<file path="src/rtl/rpa_shift_mult.sv">
// rpa_shift_mult: sequential unsigned shift-and-add multiplier.
// Each RUN cycle performs one conditional accumulate through a Peres-gate
// reversible ripple-carry adder (RPA_peres) sized to 2*BITS.
// Optional feature macro: RPA_MULT_EARLY_EXIT_EN. When it is defined, RUN stops
// as soon as the remaining multiplier bits are all zero, and b == 0 skips RUN
// entirely. The product value is the same in both builds.
//
// state | meaning
// IDLE  | waiting for an operand pair (in_ready)
// RUN   | one shift/conditional-add step per clock (busy)
// DONE  | product held until the consumer takes it (out_valid)

module RPA_peres #(
   parameter int WIDTH = 8
) (
   input  logic [WIDTH-1:0] a,
   input  logic [WIDTH-1:0] b,
   input  logic             cin,
   output logic [WIDTH-1:0] sum,
   output logic             cout
);
   logic [WIDTH:0]   c;
   logic [WIDTH-1:0] p;
   logic [WIDTH-1:0] g;

   assign c[0] = cin;

   // Two cascaded Peres gates per bit: (a,b,0) gives p=a^b, g=a&b;
   // (p,c,g) gives sum=p^c and carry=(p&c)^g.
   for (genvar i = 0; i < WIDTH; i++) begin : g_bit
      assign p[i]   = a[i] ^ b[i];
      assign g[i]   = a[i] & b[i];
      assign sum[i] = p[i] ^ c[i];
      assign c[i+1] = (p[i] & c[i]) ^ g[i];
   end

   assign cout = c[WIDTH];
endmodule

module rpa_shift_mult #(
   parameter int BITS = 4
) (
   input  logic              clk,
   input  logic              rst_n,
   input  logic              in_valid,
   output logic              in_ready,
   input  logic [BITS-1:0]   a,
   input  logic [BITS-1:0]   b,
   output logic              out_valid,
   input  logic              out_ready,
   output logic [2*BITS-1:0] product,
   output logic              busy
);
   localparam int CW = (BITS > 1) ? $clog2(BITS) : 1;
   localparam logic [CW-1:0] LAST = CW'(BITS - 1);

   typedef enum logic [1:0] {IDLE, RUN, DONE} state_t;

   state_t            state;
   state_t            state_nxt;
   logic [2*BITS-1:0] md;
   logic [2*BITS-1:0] acc;
   logic [2*BITS-1:0] sum;
   logic [BITS-1:0]   mr;
   logic [CW-1:0]     cnt;
   logic              unused_cout;
   logic              accept;
   logic              last_step;

   // The product always fits in 2*BITS, so the carry out is never set.
   RPA_peres #(.WIDTH(2*BITS)) u_add (
      .a    (acc),
      .b    (md),
      .cin  (1'b0),
      .sum  (sum),
      .cout (unused_cout)
   );

   assign in_ready  = (state == IDLE);
   assign out_valid = (state == DONE);
   assign busy      = (state == RUN);
   assign product   = acc;
   assign accept    = in_valid && in_ready;

`ifdef RPA_MULT_EARLY_EXIT_EN
   assign last_step = (cnt == LAST) || ((mr >> 1) == '0);
`else
   assign last_step = (cnt == LAST);
`endif

   // State register.
   always_ff @(posedge clk) begin
      if (!rst_n) state <= IDLE;
      else        state <= state_nxt;
   end

   // Next-state decode.
   always_comb begin
      state_nxt = state;
      case (state)
         IDLE: begin
            if (accept) begin
`ifdef RPA_MULT_EARLY_EXIT_EN
               state_nxt = (b == '0) ? DONE : RUN;
`else
               state_nxt = RUN;
`endif
            end
         end
         RUN:     if (last_step) state_nxt = DONE;
         DONE:    if (out_ready) state_nxt = IDLE;
         default: state_nxt = IDLE;
      endcase
   end

   // Operand load on accept, then one shift/conditional-add per RUN cycle.
   always_ff @(posedge clk) begin
      if (!rst_n) begin
         md  <= '0;
         mr  <= '0;
         acc <= '0;
         cnt <= '0;
      end else begin
         case (state)
            IDLE: begin
               if (accept) begin
                  md  <= {{BITS{1'b0}}, a};
                  mr  <= b;
                  acc <= '0;
                  cnt <= '0;
               end
            end
            RUN: begin
               if (mr[0]) acc <= sum;
               md  <= md << 1;
               mr  <= mr >> 1;
               cnt <= cnt + 1'b1;
            end
            default: ;
         endcase
      end
   end
endmodule

</file>
<file path="config.mk">
export PLATFORM = sky130hd
export DESIGN_NAME = rpa_shift_mult
export DESIGN_NICKNAME = d
export VERILOG_FILES = /design/src/rtl/rpa_shift_mult.sv
export SDC_FILE = /design/constraint.sdc
export NUM_CORES = 1
export LEC_CHECK = 0
export ABC_AREA = 1
export BUFFER_PORTS_ARGS = -buffer_cell sky130_fd_sc_hd__clkbuf_2
export CORE_UTILIZATION = 36
export CTS_CLUSTER_DIAMETER = 50
export DETAILED_ROUTE_END_ITERATION = 10
export HOLD_SLACK_MARGIN = 0.15
export PLACE_DENSITY = 0.61
export SETUP_SLACK_MARGIN = 0.02
export SLEW_MARGIN = 20
export SYNTH_ARGS = -nofsm -noshare
export SYNTH_HDL_FRONTEND = slang
export SYNTH_SLANG_ARGS = --single-unit
</file>
<file path="constraint.sdc">
create_clock -name clk -period 4.8 [get_ports clk]
set_input_delay 0.24 -clock clk [delete_from_list [all_inputs] [get_ports clk]]
set_output_delay 0.24 -clock clk [all_outputs]
set_load 0.05 [all_outputs]
</file>
==> reports/results.txt <==
Comb power frac = 0.148
GR Util met2 = 0.236
Non-Filler Instances = 238
Max Clock Freq = 298 MHz
H-tree Lvls = 1
Initial Util = 0.384
Post-synthesis register bit count = 24
Ys flop type = dfxtp_1
Post-CTS setup buffer count = 0
Commonest cells after routing, fill and taps aside = nand3_1 (31), inv_1 (30), nand2_1 (30)
RSZ-0062 raised after global routing = no
Hold WC Path Type = in2reg
Cell area power density = 256 nW/um^2
Synth Instances = 170
First-pass GRT wire length = 4380 um
NetSw = 0.000105 W
Drc violations = 0
Commonest non-fill, non-tap cell in the layout = nand3_1
Max-slew violations = 0
Slowest CP cell = fa_1
Met1 Use GR = 0.183
Final WL = 2550 um
Clock Sinks = 24
Initial antenna violation count = 0
Pre-Repair DR Iteration Count = 4
Buf/Inv on CP = 2
DR vias = 1092
Worst-Margin Slew = 0.503 ns
Placement Rows = 21
Routed wire per std cell = 10.7 um
Worst slew margin = 0.664
Clock group share of total power = 0.284
Fin crit share = 0.700
Gr usage total = 0.138
Critical Path Stages = 14
Crit path launch type = register
DIE AREA = 3860 um^2
Die width = 62.2 um
Vias in the first global route = 1004
GRT overflow = 0
Maximum VDD drop = 94.0 uV
Hold Violations, Final = 0
Req. time, crit path = 5.03 ns
CP Class = reg2reg
Hold bufs inserted after CTS = 1
DR iter-0 viols = 37
CP peak stage delay = 0.41 ns
Final Net Count = 213
Vias per cell = 4.59
Status = completed
Clk buf depth = 2
Cell depth of the worst flop-to-flop path = 14
Register area share after synthesis = 0.369
Setup TNS Final = 0 ns
P_leak = 0.644 nW
Delay-heaviest family, CP = adder cells
Post-synth ARST share = 0
Post_cts resized = 0
Root Driver = clkbuf_4
TritonCTS buffer count = 3
Clock slew at reported path FFs = 0.13 ns
Hold depth = 4
Worst setup EP type = register
Routing usage on met3 = 0.0239
Area growth, synth to finish = 12.7%
Cells along the critical path = ha_1, inv_1, fa_1, fa_1, fa_1, fa_1, fa_1, fa_1, inv_1, nand2_1, nand2_1, nor2_1, nor2_1, nor2_1
Port buffer count = 22
Height of the die = 62.2 um
Final Cell Area = 1470 um^2
Core area = 3390 um^2
Sequential share of power = 0.569
Synthesized area = 1300 um^2
Layout cells sized above 1 = 0.198
Clk_skew = 0.00424 ns
ANT cells = 0
Critical Path AT = 3.58 ns
EDFF count, synth = 0
I/O pins = 23
Setup-failing EPs final = 0
Filler cells = 363
P_int = 0.000271 W
Worst-Skew Late Latency = 0.31 ns
Hpwl dp = 1810 um
Inst Count DP = 233
Gr busiest metal = met2
Largest net degree at the start of global routing = 20
Routed Antenna Nets = 0
Avg Cell Area, Syn = 7.66 um^2
Syn. warnings = 0
Max-Cap Viols = 0
CTS tree = done
Sw frac = 0.279
Worst slack, placed = 1.45 ns
Worst setup margin = 1.44 ns
GPL Wtd Cong = 0.768
CP most frequent cell = fa_1
Placed Area = 1420 um^2
Core Util, Final = 0.433
Syn Nets = 190
Crit-path max FO = 3
Clock period minus final worst setup slack = 3.36 ns
Synth cell types = 20
-- Yosys cell counts, types with 2 or more instances --
master   instances  area (um^2)
buf_6            4         45.0
a21oi_1         19         95.1
ha_1             2         25.0
inv_2            3         11.3
inv_1           30          113
nor2_1           8         30.0
nand2_2          4         25.0
dfxtp_1         24          480
nand3_1         31          155
fa_1             6          120
nand2_1         30          113
-- stage by stage --
stage | total power, W | hold slack (ns)
floorplan | 0.000262 | 0.338
global placement | 0.000273 | 0.456
detailed placement | 0.000274 | 0.456
CTS | 0.000380 | 0.165
global route | 0.000400 | 0.161
finish | 0.000376 | 0.170
-- per-layer routing --
layer  routed length, um  share of wire
met1                1250           0.49
met2                1210           0.48
met3                  79          0.031
met4                  10         0.0039
met5                   0              0
-- logic make-up (layout without fill, tap and decap cells) --
group,count (synthesis),in the layout,synth area share
buffers and inverters,39,61,0.137
AND/OR/NAND/NOR,77,77,0.294
AO/OA/AOI/OAI,22,22,0.0884
flip-flops,24,24,0.369
adder cells (fa/ha/maj),8,8,0.111
-- worst paths after layout --
path	from	end	slack (ns)
hold / removal	out_ready	state[1]$_SDFFE_PN0P_	0.17
setup / recovery	product[0]$_SDFFE_PN0P_	product[7]$_SDFFE_PN0P_	1.44
setup reg to reg	product[0]$_SDFFE_PN0P_	product[7]$_SDFFE_PN0P_	1.44
hold reg to reg	cnt[0]$_SDFFE_PN0P_	cnt[0]$_SDFFE_PN0P_	0.47
-- sequential cells by signal, indices dropped and copies added, names as in the netlist --
signal,count
product,8
state,2
mr,4
cnt,2
md,8
-- power groups by stage --
stage,registers [W],logic (W),clock network (W)
finish,0.000214,0.0000555,0.000107
global placement,0.000218,0.0000550,0
floorplan,0.000216,0.0000464,0
global route,0.000215,0.0000625,0.000122
detailed placement,0.000218,0.0000553,0
CTS,0.000214,0.0000564,0.000110
-- final cells by class --
cell class / instances / area (um^2) / share of cell area
Multi-Input combinational cell: 107 / 643 / 0.438
Sequential cell: 24 / 480 / 0.327
Inverter: 34 / 130 / 0.0887
Timing Repair Buffer: 23 / 120 / 0.0818
Tap cell: 46 / 57.6 / 0.0392
Clock buffer: 4 / 36.3 / 0.0247
-- worst reg2reg max path: stages, from the launching register on --
cell and delay (ns):
dfxtp_1 0.38, ha_1 0.15, inv_1 0.04, fa_1 0.37, fa_1 0.40, fa_1 0.40, fa_1 0.39, fa_1 0.38
fa_1 0.41, inv_1 0.09, nand2_1 0.05, nand2_1 0.06, nor2_1 0.03, nor2_1 0.08, nor2_1 0.05
Note: power is estimated with default switching activity, not from simulation.
